==> src/rtl/iter_mult.sv <==
// Iterative shift-add multiplier, WIDTH x WIDTH -> 2*WIDTH, signed or unsigned.
// One product bit per clock; valid/ready on both sides; result held until taken.
//
// Ports:
//   clk, rst       clock, async active-high reset
//   in_valid/ready operand handshake (ready only in IDLE)
//   in_a, in_b     multiplicand, multiplier
//   in_signed      1 = two's-complement operands
//   out_valid/ready result handshake
//   out_product    full 2*WIDTH-bit product
//   busy           operation in flight or awaiting pickup
module iter_mult #(
  parameter int WIDTH = 8
) (
  input  logic               clk,
  input  logic               rst,
  input  logic               in_valid,
  output logic               in_ready,
  input  logic [WIDTH-1:0]   in_a,
  input  logic [WIDTH-1:0]   in_b,
  input  logic               in_signed,
  output logic               out_valid,
  input  logic               out_ready,
  output logic [2*WIDTH-1:0] out_product,
  output logic               busy
);

  localparam int CW = $clog2(WIDTH);

  typedef enum logic [1:0] {
    IDLE,
    CALC,
    DONE
  } state_t;

  state_t state, state_nx;

  logic [WIDTH-1:0]   mag_a;
  logic [WIDTH-1:0]   mag_b;
  logic [WIDTH-1:0]   mcand;
  logic [2*WIDTH-1:0] acc;
  logic [2*WIDTH-1:0] acc_first;
  logic [2*WIDTH-1:0] acc_nx;
  logic [CW-1:0]      count;
  logic [CW-1:0]      count_nx;
  logic               neg;
  logic               zero_op;
  logic               last;

  // Upper half is the running sum, lower half holds the
  // not-yet-consumed multiplier bits. The sum is WIDTH+1
  // bits so the carry is shifted down instead of lost.
  function automatic logic [2*WIDTH-1:0] step(
    input logic [2*WIDTH-1:0] a,
    input logic [WIDTH-1:0]   m
  );
    logic [WIDTH:0] s;
    s = {1'b0, a[2*WIDTH-1:WIDTH]}
      + {1'b0, (a[0] ? m : {WIDTH{1'b0}})};
    return {s, a[WIDTH-1:1]};
  endfunction

  // |x| as unsigned: -2^(W-1) wraps to 2^(W-1), which is
  // exactly the magnitude wanted.
  always_comb begin
    mag_a = (in_signed && in_a[WIDTH-1]) ? -in_a : in_a;
    mag_b = (in_signed && in_b[WIDTH-1]) ? -in_b : in_b;
  end

  assign zero_op   = (mag_a == '0) || (mag_b == '0);
  assign acc_first = step({{WIDTH{1'b0}}, mag_b}, mag_a);
  assign acc_nx    = step(acc, mcand);
  assign count_nx  = count + CW'(1);
  assign last      = (count_nx == CW'(WIDTH-1));

  always_ff @(posedge clk or posedge rst) begin
    if (rst) state <= IDLE;
    else     state <= state_nx;
  end

  always_comb begin
    state_nx = state;
    unique case (state)
      IDLE: if (in_valid) state_nx = zero_op ? DONE : CALC;
      CALC: if (last) state_nx = DONE;
      DONE: if (out_ready) state_nx = IDLE;
      default: state_nx = IDLE;
    endcase
  end

  assign in_ready  = (state == IDLE);
  assign out_valid = (state == DONE);
  assign busy      = (state != IDLE);

  // The accept edge already performs the first step, so
  // CALC needs only WIDTH-1 further edges.
  always_ff @(posedge clk or posedge rst) begin
    if (rst) begin
      mcand       <= '0;
      acc         <= '0;
      count       <= '0;
      neg         <= 1'b0;
      out_product <= '0;
    end else if (state == IDLE && in_valid) begin
      mcand <= mag_a;
      acc   <= acc_first;
      count <= '0;
      neg   <= in_signed & (in_a[WIDTH-1] ^ in_b[WIDTH-1]);
      if (zero_op) out_product <= '0;
    end else if (state == CALC) begin
      acc   <= acc_nx;
      count <= count_nx;
      if (last) out_product <= neg ? -acc_nx : acc_nx;
    end
  end

endmodule

==> config.mk <==
export PLATFORM = sky130hd
export DESIGN_NAME = iter_mult
export DESIGN_NICKNAME = d
export VERILOG_FILES = /design/src/rtl/iter_mult.sv
export SDC_FILE = /design/constraint.sdc
export NUM_CORES = 1
export LEC_CHECK = 0
export ABC_CLOCK_PERIOD_IN_PS = 3300
export BUFFER_PORTS_ARGS = -buffer_cell sky130_fd_sc_hd__buf_4
export CAP_MARGIN = 0
export CORE_ASPECT_RATIO = 1.1
export CORE_MARGIN = 4
export CORE_UTILIZATION = 55
export DETAILED_ROUTE_END_ITERATION = 10
export PLACE_DENSITY = 0.77
export SLEW_MARGIN = 15
export SYNTH_ARGS = -nofsm -noshare
export SYNTH_HDL_FRONTEND = slang
export SYNTH_SLANG_ARGS = --single-unit
==> constraint.sdc <==
create_clock -name clk -period 3.3 [get_ports clk]
set_clock_uncertainty 0.1 [all_clocks]
set_input_delay 0.33 -clock clk [delete_from_list [all_inputs] [get_ports clk]]
set_output_delay 0.33 -clock clk [all_outputs]
set_load 0.02 [all_outputs]
After elaboration in Yosys (flattened, before gate mapping)
Cells that the tools add are included.

Reductions and logical operators: 12. Bitwise gates (word level): 2. Equality and inequality tests: 7. Add/sub/neg operators: 5. Mux-type cells: 18.

Operator list (number): $mux 16 (7); $mux 8 (4); $logic_not 8->1 (2); $neg 16->16 (1); $neg 8->8 (2); $add 8x8->9 (1); $mux 2 (4); $mux 3 (2); $ne 2x2->1 const B (3); $pmux 2 s3 (1); $reduce_and 3->1 (2); $reduce_bool 2->1 (3); $add 3x1->3 const B (1); $eq 3x3->1 const B (1); $logic_and 1x1->1 (3); $eq 2x1->1 const B (1); $eq 2x2->1 const B (1); $logic_not 2->1 (1); $ne 2x1->1 const B (1); $and 1x1->1 (1); $logic_or 1x1->1 (1); $xor 1x1->1 (1).

Logic and storage cells: 50. Bits in registers: 46. Output and inout bits: 19.

Depth between registers and ports, before layout
Gate-level depths: netlist of run 1.

Word-level depth: 7. Gate-level depth with buffers: 11.

Worst setup path after synthesis of run 1
Ideal clock, no wire load.

Path type: reg-to-reg. From: register acc[0]. To: register out_product[15]. Arrival time: 2498 ps. Clock period less this slack: 2730 ps. Path buffers: 0. Library setup time: 132 ps. Slack: 570 ps. Stages on the path, launching flop included: 11. Path through: dfrtp_1 and2_1 ha_1 fa_1 a211oi_1 nor2_1 xnor2_1 nand4_1 o41ai_1 xnor2_1 o2bb2ai_2.

Word-level cells in the longest chain between the ends: 7.

Ends and longest elaborated chain: from (decl) (line 41) `logic [2*WIDTH-1:0] acc;`; from (signal assigned) (line 106) `acc <= acc_first;`; from (signal assigned) (line 111) `acc <= acc_nx;`; $mux 8 (*) (line 59) `+ {1'b0, (a[0] ? m : {WIDTH{1'b0}})};`; $add 8x8->9 (*) (line 59); $neg 16->16 (line 113) `if (last) out_product <= neg ? -acc_nx : acc_nx;`; $mux 16 (*) (2 in a row) (line 113); $mux 16 (*) (line 110) `end else if (state == CALC) begin`; $mux 16 (*) (line 104) `end else if (state == IDLE && in_valid) begin`; to (signal assigned) (line 113); to (decl) (line 24) `output logic [2*WIDTH-1:0] out_product,`.

Every way passes the cells marked *; elsewhere a longest branch is shown, timed or not. The select of a mux whose other input is x is not followed. A chain may end at the register's enable or synchronous reset.

Worst setup path after layout of run 1
Same ends and word-level chain as after synthesis.

==> flow_summary.html, run 1 <==
<table>
<tr><th>Metric</th><th>Value</th></tr>
<tr><th colspan="2">Outcome</th></tr>
<tr><td>Status</td><td>finished, violations left</td></tr>
<tr><td>Violated checks</td><td>negative hold slack</td></tr>
<tr><th colspan="2">STA</th></tr>
<tr><td>Worst slew pin tran</td><td>0.817 ns</td></tr>
<tr><td>Upper clock frequency limit</td><td>343 MHz</td></tr>
<tr><td>Final worst hold slack</td><td>-0.0187 ns</td></tr>
<tr><td>Max-slew violation total from the final report</td><td>0</td></tr>
<tr><td>Final period util</td><td>88.4%</td></tr>
<tr><td>Fin crit period</td><td>2.92 ns</td></tr>
<tr><td>Setup TNS Final</td><td>0 ns</td></tr>
<tr><td>Final count of negative-setup-slack endpoints</td><td>0</td></tr>
<tr><td>Slew margin rel.</td><td>45.2%</td></tr>
<tr><td>Setup repair after global routing missed its margin</td><td>no</td></tr>
<tr><td>Worst setup slack after layout</td><td>0.383 ns</td></tr>
<tr><td>Hold violation total from the final report</td><td>22</td></tr>
<tr><th colspan="2">Placed design</th></tr>
<tr><td>Detail Placement HPWL</td><td>4.83 mm</td></tr>
<tr><td>Dpl ws</td><td>0.369 ns</td></tr>
<tr><td>Gpl congestion</td><td>0.899</td></tr>
<tr><td>Count of buffers inserted at the top-level ports</td><td>39</td></tr>
<tr><th colspan="2">Worst setup path</th></tr>
<tr><td>Crit. path cell count</td><td>10</td></tr>
<tr><td>Total buffers and inverters traversed by the critical path</td><td>0</td></tr>
<tr><td>Critical path's largest stage delay</td><td>0.45 ns</td></tr>
<tr><td>Critical Path Most Common Cell</td><td>xnor2_1</td></tr>
<tr><td>Worst reg2reg setup slack</td><td>0.38 ns</td></tr>
<tr><td>Worst setup EP type</td><td>register</td></tr>
<tr><td>Type of the setup path with the least slack</td><td>register to register</td></tr>
<tr><td>Number of cells on the worst reg-to-reg path</td><td>10</td></tr>
<tr><td>Reg-to-reg critical path startpoint</td><td>acc[0]</td></tr>
<tr><td>Sequence of cells on the critical path</td><td>and2_1, ha_1, fa_1, a211oi_1, o21ai_0, a21oi_1, xnor2_1, o41ai_1, xnor2_1, o2bb2ai_2</td></tr>
<tr><td>Last element of the critical path</td><td>out_product[15]</td></tr>
<tr><td>Data arrival time of the critical path</td><td>3.01 ns</td></tr>
<tr><td>Terminus of the critical flop-to-flop path</td><td>out_product[15]</td></tr>
<tr><td>Library cell contributing the largest single delay on the critical path</td><td>dfrtp_1</td></tr>
<tr><td>Family with the most delay on the worst path</td><td>compound AO/OA/AOI/OAI gates</td></tr>
<tr><td>Worst setup path start</td><td>acc[0]</td></tr>
<tr><td>Kind of launch point of the worst setup path</td><td>register</td></tr>
<tr><td>Maximum fanout count along the critical path</td><td>9</td></tr>
<tr><td>Worst path required time</td><td>3.39 ns</td></tr>
<tr><th colspan="2">Layout</th></tr>
<tr><td>Area growth, synth to finish</td><td>15.7%</td></tr>
<tr><td>Number of antenna repair diodes</td><td>0</td></tr>
<tr><td>Fraction of layout instances using a drive strength above 1</td><td>18.2%</td></tr>
<tr><td>Final net count</td><td>398</td></tr>
<tr><th colspan="2">Clocking</th></tr>
<tr><td>Cts bufs inserted</td><td>5</td></tr>
<tr><td>Clock insertion delay at the later pin of the skew report</td><td>0.30 ns</td></tr>
<tr><td>Root buf cell</td><td>clkbuf_8</td></tr>
<tr><td>Setup Fix Bufs, Post-CTS</td><td>0</td></tr>
<tr><td>Clock-pin transition on the worst setup and hold timing paths</td><td>0.09 ns</td></tr>
<tr><td>CTS tree</td><td>done</td></tr>
<tr><td>Count of cells resized by post-cts repair</td><td>0</td></tr>
<tr><td>CTS H-Tree Depth</td><td>2</td></tr>
<tr><td>Hold-fix buffers, CTS</td><td>0</td></tr>
<tr><td>Clock tree buffer depth</td><td>2</td></tr>
<tr><td># clock sinks</td><td>46</td></tr>
<tr><th colspan="2">Synthesis</th></tr>
<tr><td>Most area-consuming cells after synthesis</td><td>dfrtp_1, ha_1, xor2_1</td></tr>
<tr><td>Warnings from Yosys</td><td>0</td></tr>
<tr><td>Cell with the most instances after synthesis</td><td>dfrtp_1</td></tr>
<tr><td>Share of flip-flops with an asynchronous set or reset</td><td>100%</td></tr>
<tr><td>List of most frequent post-synthesis cells</td><td>dfrtp_1, nand2_1, nor2_1, o21ai_0, xor2_1</td></tr>
<tr><td>Flop and latch count out of synthesis</td><td>46</td></tr>
<tr><td>Combinational family with the most area after synthesis</td><td>compound AO/OA/AOI/OAI gates</td></tr>
<tr><td>Post-synth EDFFs</td><td>0</td></tr>
<tr><td>Adder and majority gate portion of the synthesized area</td><td>6.56%</td></tr>
<tr><td>Fraction of post-synthesis cell area in the top cell type by area</td><td>38.7%</td></tr>
<tr><td>Area of the mapped netlist</td><td>0.00298 sq mm</td></tr>
<tr><td>Compound-cell area share of the yosys netlist</td><td>22.2%</td></tr>
<tr><td>Synth Net Count</td><td>359</td></tr>
<tr><td>Number of distinct standard cells referenced by the synthesized netlist</td><td>49</td></tr>
<tr><td>Synthesized area per cell</td><td>9.22 sq um</td></tr>
<tr><td>Proportion of synthesized chip area in sequential cells</td><td>38.7%</td></tr>
<tr><td>Post-synth top area cell</td><td>dfrtp_1</td></tr>
<tr><td>Post-synthesis share of cell area spent on xor and xnor gates</td><td>9.12%</td></tr>
<tr><td>Synthesized-area fraction occupied by and/or/nand/nor cells</td><td>17.2%</td></tr>
<tr><td>Most used DFF post-synth</td><td>dfrtp_1</td></tr>
<tr><td>Proportion of synthesized area in mux cells</td><td>2.02%</td></tr>
<tr><td>Mapped Cells</td><td>323</td></tr>
<tr><th colspan="2">Power and ir drop</th></tr>
<tr><td>Power per cell area</td><td>938 mW/mm^2</td></tr>
<tr><td>Max IR drop VDD</td><td>0.350 mV</td></tr>
<tr><td>Static leakage power</td><td>1.59 nW</td></tr>
<tr><th colspan="2">Floorplan</th></tr>
<tr><td>Initial Util</td><td>58.0%</td></tr>
<tr><td>Number of rows in the core area</td><td>27</td></tr>
<tr><td>Die Area</td><td>0.00665 sq mm</td></tr>
<tr><td>Chip width</td><td>78.1 microns</td></tr>
<tr><td>Number of top-level design ports</td><td>40</td></tr>
<tr><td>Area of the core</td><td>0.00513 sq mm</td></tr>
<tr><td>Die Y</td><td>85.2 microns</td></tr>
<tr><th colspan="2">Global route</th></tr>
<tr><td>Largest net degree at the start of global routing</td><td>25</td></tr>
<tr><td>GRT Util Overall</td><td>19.8%</td></tr>
<tr><td>Wire length of the first global-routing pass</td><td>10.6 mm</td></tr>
<tr><td>Number of global-route vias before repair</td><td>2337</td></tr>
<tr><td>Initial antenna violation count</td><td>0</td></tr>
<tr><td>Final global-route overflow total</td><td>0</td></tr>
<tr><th colspan="2">Detailed routing</th></tr>
<tr><td>Detailed-route wire length per cell</td><td>14.6 microns</td></tr>
<tr><td>Post-Route WL</td><td>6.33 mm</td></tr>
<tr><td>Post-route antenna net violation count</td><td>0</td></tr>
<tr><td>DR vias</td><td>2479</td></tr>
<tr><td>Initial drt markers</td><td>108</td></tr>
<tr><td>Vias/cell</td><td>5.70</td></tr>
<tr><td>DRC violations left</td><td>0</td></tr>
<tr><td>First-pass DRT Iterations</td><td>5</td></tr>
<tr><th colspan="2">Flow run</th></tr>
<tr><td>Number of maximum-capacitance constraint violations</td><td>0</td></tr>
<tr><th colspan="2">Worst hold path</th></tr>
<tr><td>Type of the tightest min-delay check</td><td>input port to async pin</td></tr>
</table>
[flip-flops by register name, indices dropped and copies added, names as in the netlist]
name and flops:
state 2, mcand 8, acc 16, count 3
neg 1, out_product 16
[routing by layer]
layer  share of wire (%)  track usage [%]
met1                  46             27.0
met2                  47             32.7
met3                 5.1             2.76
met4                 1.2             6.20
met5                   0                0
[worst reg2reg max path, stage by stage, from the launching register on]
cell,delay [ns]
dfrtp_1,0.45
and2_1,0.17
ha_1,0.20
fa_1,0.42
a211oi_1,0.26
o21ai_0,0.14
a21oi_1,0.23
xnor2_1,0.16
o41ai_1,0.41
xnor2_1,0.18
o2bb2ai_2,0.08
[kinds of logic after synthesis]
family,count (synthesis)
buf+inv,27
simple gates,107
compound gates,91
fa+ha+maj,15
xor+xnor,31
flops,46
mux,6
[final cells by class]
| class | instances | area (sq um) |
|---|---|---|
| multi-input combinational | 250 | 1700 |
| fill | 438 | 1690 |
| sequential | 46 | 1150 |
| timing repair buffer | 46 | 345 |
| tap | 72 | 90.1 |
| clock buffer | 6 | 72.6 |
| inverter | 13 | 48.8 |
| clock inverter | 2 | 37.5 |
[worst min path at each step]
stage | start | endpoint | slack, ns | depth (start not counted)
5_1_grt | rst | count[1] | 0.04 | 2
3_3_place_gp | rst | out_product[4] | 0.33 | 2
4_1_cts | rst | out_product[8] | 0.004 | 2
3_5_place_dp | rst | out_product[4] | 0.33 | 2
2_1_floorplan | out_ready | state[1] | 0.32 | 1
6_report | rst | count[1] | -0.02 | 2
[power by group]
part	leakage (nW)	switching (W)	internal, W
Combinational	0.937	0.00100	0.000766
Sequential	0.600	0.000248	0.000802
Clock	0.0514	0.000190	0.000226
[metrics by stage]
| stage | area (sq um) | std cells | total power (W) | utilization, % |
|---|---|---|---|---|
| 5_1_grt | 3440 | 435 | 0.00349 | 67.1 |
| 4_1_cts | 3440 | 435 | 0.00323 | 67.1 |
| 3_5_place_dp | 3330 | 427 | 0.00280 | 64.9 |
| 6_report | 3440 | 435 | 0.00323 | 67.1 |
| 2_1_floorplan | 2980 | 323 | 0.00232 | - |
| 3_3_place_gp | 3330 | 427 | 0.00275 | 64.9 |
[layout by cell type, fill, tap and decap left out, types with 11 or more instances in the layout]
master,Yosys,layout
dfrtp_1,46,46
xnor2_1,13,13
nor2_1,28,28
a21oi_1,11,11
nand2_1,35,35
o21ai_0,26,26
buf_4,0,46
inv_1,13,12
xor2_1,18,18
ha_1,14,14
No activity file was read; power rests on OpenSTA's default activity.
==> run 2, diff against run 1 <==
--- a/config.mk
+++ b/config.mk
@@ -6,7 +6,7 @@
 export NUM_CORES = 1
 export LEC_CHECK = 0
 export ABC_CLOCK_PERIOD_IN_PS = 3300
-export BUFFER_PORTS_ARGS = -buffer_cell sky130_fd_sc_hd__buf_4
+export BUFFER_PORTS_ARGS = -buffer_cell sky130_fd_sc_hd__buf_2
 export CAP_MARGIN = 0
 export CORE_ASPECT_RATIO = 1.1
 export CORE_MARGIN = 4
==> run 2 against run 1 <==
  * The flow now finishes without violations
  * Utilization is 1.8 points lower
  * Sequential share of layout area up 0.90 points
  * Register-to-register slack worse by 0.03 ns
  * Largest power group unchanged
  * Die area unchanged
  * Maximum frequency is 1.1% lower
==> flow_summary.html, run 2 (synthesis results as in run 1) <==
<table>
<tr><th>Metric</th><th>Value</th></tr>
<tr><th colspan="2">Detailed routing</th></tr>
<tr><td>Post-Route WL</td><td>6.21 mm</td></tr>
<tr><td>Vias/cell</td><td>5.60</td></tr>
<tr><td>Detailed-route wire length per cell</td><td>14.3 microns</td></tr>
<tr><td>DRC violations left</td><td>0</td></tr>
<tr><td>DR vias</td><td>2436</td></tr>
<tr><td>First-pass DRT Iterations</td><td>4</td></tr>
<tr><td>Post-route antenna net violation count</td><td>0</td></tr>
<tr><td>Initial drt markers</td><td>96</td></tr>
<tr><th colspan="2">Layout</th></tr>
<tr><td>Number of antenna repair diodes</td><td>0</td></tr>
<tr><td>Final design instance area without fill</td><td>0.00335 sq mm</td></tr>
<tr><td>Fillcell total</td><td>462</td></tr>
<tr><td>Fraction of layout instances using a drive strength above 1</td><td>18.5%</td></tr>
<tr><td>Multi-input logic area</td><td>0.00171 sq mm</td></tr>
<tr><td>Area growth, synth to finish</td><td>12.7%</td></tr>
<tr><td>Share of the core filled with cells</td><td>65.3%</td></tr>
<tr><td>Final net count</td><td>398</td></tr>
<tr><td>Most common library cell in the layout ignoring fill and taps</td><td>dfrtp_1</td></tr>
<tr><td>Commonest non-fill, non-tap cells in the layout</td><td>dfrtp_1, buf_2, nand2_1, nor2_1, o21ai_0</td></tr>
<tr><td>Registers with the most flip-flops</td><td>acc (16), out_product (16), mcand (8)</td></tr>
<tr><td>Register area</td><td>0.00115 sq mm</td></tr>
<tr><th colspan="2">Floorplan</th></tr>
<tr><td>Die Y</td><td>85.2 microns</td></tr>
<tr><td>Chip width</td><td>78.1 microns</td></tr>
<tr><td>Die Area</td><td>0.00665 sq mm</td></tr>
<tr><td>Initial Util</td><td>58.0%</td></tr>
<tr><td>Number of rows in the core area</td><td>27</td></tr>
<tr><td>Number of top-level design ports</td><td>40</td></tr>
<tr><td>Area of the core</td><td>0.00513 sq mm</td></tr>
<tr><th colspan="2">Outcome</th></tr>
<tr><td>Status</td><td>complete, no violations</td></tr>
<tr><th colspan="2">Power and ir drop</th></tr>
<tr><td>Static leakage power</td><td>1.57 nW</td></tr>
<tr><td>Power per cell area</td><td>945 mW/mm^2</td></tr>
<tr><td>Final total power</td><td>0.00317 W</td></tr>
<tr><td>Max IR drop VDD</td><td>0.322 mV</td></tr>
<tr><th colspan="2">STA</th></tr>
<tr><td>Final count of negative-setup-slack endpoints</td><td>0</td></tr>
<tr><td>Fin crit period</td><td>2.95 ns</td></tr>
<tr><td>Worst setup slack after layout</td><td>0.351 ns</td></tr>
<tr><td>Setup TNS Final</td><td>0 ns</td></tr>
<tr><td>Worst slew pin tran</td><td>0.568 ns</td></tr>
<tr><td>Hold violation total from the final report</td><td>0</td></tr>
<tr><td>Upper clock frequency limit</td><td>339 MHz</td></tr>
<tr><td>Setup repair after global routing missed its margin</td><td>no</td></tr>
<tr><td>Max-slew violation total from the final report</td><td>0</td></tr>
<tr><td>Final period util</td><td>89.4%</td></tr>
<tr><td>Slew margin rel.</td><td>62.0%</td></tr>
<tr><th colspan="2">Clocking</th></tr>
<tr><td>Clock-pin transition on the worst setup and hold timing paths</td><td>0.08 ns</td></tr>
<tr><td>Clock tree buffer depth</td><td>2</td></tr>
<tr><td>CTS H-Tree Depth</td><td>2</td></tr>
<tr><td># clock sinks</td><td>46</td></tr>
<tr><td>Cts bufs inserted</td><td>5</td></tr>
<tr><td>CTS tree</td><td>done</td></tr>
<tr><td>Setup Fix Bufs, Post-CTS</td><td>0</td></tr>
<tr><td>Clock insertion delay at the later pin of the skew report</td><td>0.30 ns</td></tr>
<tr><td>Root buf cell</td><td>clkbuf_8</td></tr>
<tr><th colspan="2">Placed design</th></tr>
<tr><td>Post-DP Area</td><td>0.00324 sq mm</td></tr>
<tr><td>Detail Placement HPWL</td><td>4.69 mm</td></tr>
<tr><td>Dpl ws</td><td>0.349 ns</td></tr>
<tr><td>Count of buffers inserted at the top-level ports</td><td>39</td></tr>
<tr><td>Gpl congestion</td><td>0.870</td></tr>
<tr><th colspan="2">Global route</th></tr>
<tr><td>Largest net degree at the start of global routing</td><td>47</td></tr>
<tr><td>Number of global-route vias before repair</td><td>2308</td></tr>
<tr><td>GRT Util Overall</td><td>19.9%</td></tr>
<tr><td>Wire length of the first global-routing pass</td><td>10.7 mm</td></tr>
<tr><td>Initial antenna violation count</td><td>0</td></tr>
<tr><td>Final global-route overflow total</td><td>0</td></tr>
<tr><th colspan="2">Worst setup path</th></tr>
<tr><td>Critical path's largest stage delay</td><td>0.46 ns</td></tr>
<tr><td>Worst path required time</td><td>3.40 ns</td></tr>
<tr><td>Maximum fanout count along the critical path</td><td>9</td></tr>
<tr><td>Data arrival time of the critical path</td><td>3.04 ns</td></tr>
<tr><td>Sequence of cells on the critical path</td><td>and2_1, ha_1, fa_1, a211oi_1, o21ai_0, a21oi_1, xnor2_1, o41ai_2, xnor2_1, o2bb2ai_2</td></tr>
<tr><td>Kind of launch point of the worst setup path</td><td>register</td></tr>
<tr><td>Library cell contributing the largest single delay on the critical path</td><td>dfrtp_1</td></tr>
<tr><td>Worst setup EP type</td><td>register</td></tr>
<tr><td>Type of the setup path with the least slack</td><td>register to register</td></tr>
<tr><td>Critical Path Most Common Cell</td><td>xnor2_1</td></tr>
<tr><th colspan="2">Flow run</th></tr>
<tr><td>Number of maximum-capacitance constraint violations</td><td>0</td></tr>
<tr><th colspan="2">Worst hold path</th></tr>
<tr><td>Type of the tightest min-delay check</td><td>input port to async pin</td></tr>
</table>
==> run 2: where the power goes <==
part	internal (W)	switching, W	leakage (nW)	total, W
clock network	0.000226	0.000192	0.0514	0.000418
registers	0.000802	0.000241	0.600	0.00104
logic	0.000714	0.000995	0.921	0.00171
total	0.00174	0.00143	1.57	0.00317
==> run 2: per-layer routing <==
layer / GRT usage (%) / part of all wire (%) / vias up
li1: - / - / 1236
met1: 27.8 / 48 / 1136
met2: 31.5 / 46 / 58
met3: 3.29 / 4.7 / 6
met4: 6.20 / 1.3 / 0
met5: 0 / 0 / -
==> run 2: stage by stage <==
stage                     hold WS, ns  std cells
after global routing           0.0920        435
after CTS                      0.0825        435
after floorplan                 0.322        323
after global placement          0.354        427
final                          0.0614        435
after detailed placement        0.370        427
==> run 2: what timing repair did <==
action	CTS	global route
setup endpoints to repair	0	1
hold buffers	0	0
gates resized for setup	0	1
==> run 2: critical path, delay by kind of cell, from the launching register on <==
| family | cells | cell delay [ns] |
|---|---|---|
| AO/OA/AOI/OAI | 5 | 1.11 |
| AND/OR/NAND/NOR | 1 | 0.18 |
| adder cells (fa/ha/maj) | 2 | 0.62 |
| flip-flops | 1 | 0.46 |
| XOR/XNOR | 2 | 0.36 |
==> run 2: cell type report <==
class                           count  area share, %
Multi-Input combinational cell    250           50.9
Tap cell                           72           2.69
Clock buffer                        6           2.16
Timing Repair Buffer               46           7.39
Sequential cell                    46           34.3
Inverter                           13           1.45
Clock inverter                      2           1.12
==> run 2: path summary, 6_finish.rpt <==
check                      startpoint         endpoint  slack (ns)  cells past startpoint
setup / recovery               acc[0]  out_product[15]        0.35                     10
hold / removal                    rst           acc[2]        0.06                      3
setup reg to reg               acc[0]  out_product[15]        0.35                     10
hold reg to reg              mcand[4]         mcand[4]        0.39                      2
max in group asynchronous         rst         state[0]        2.67                      3
min in group clk            out_ready         state[1]        0.10                      2
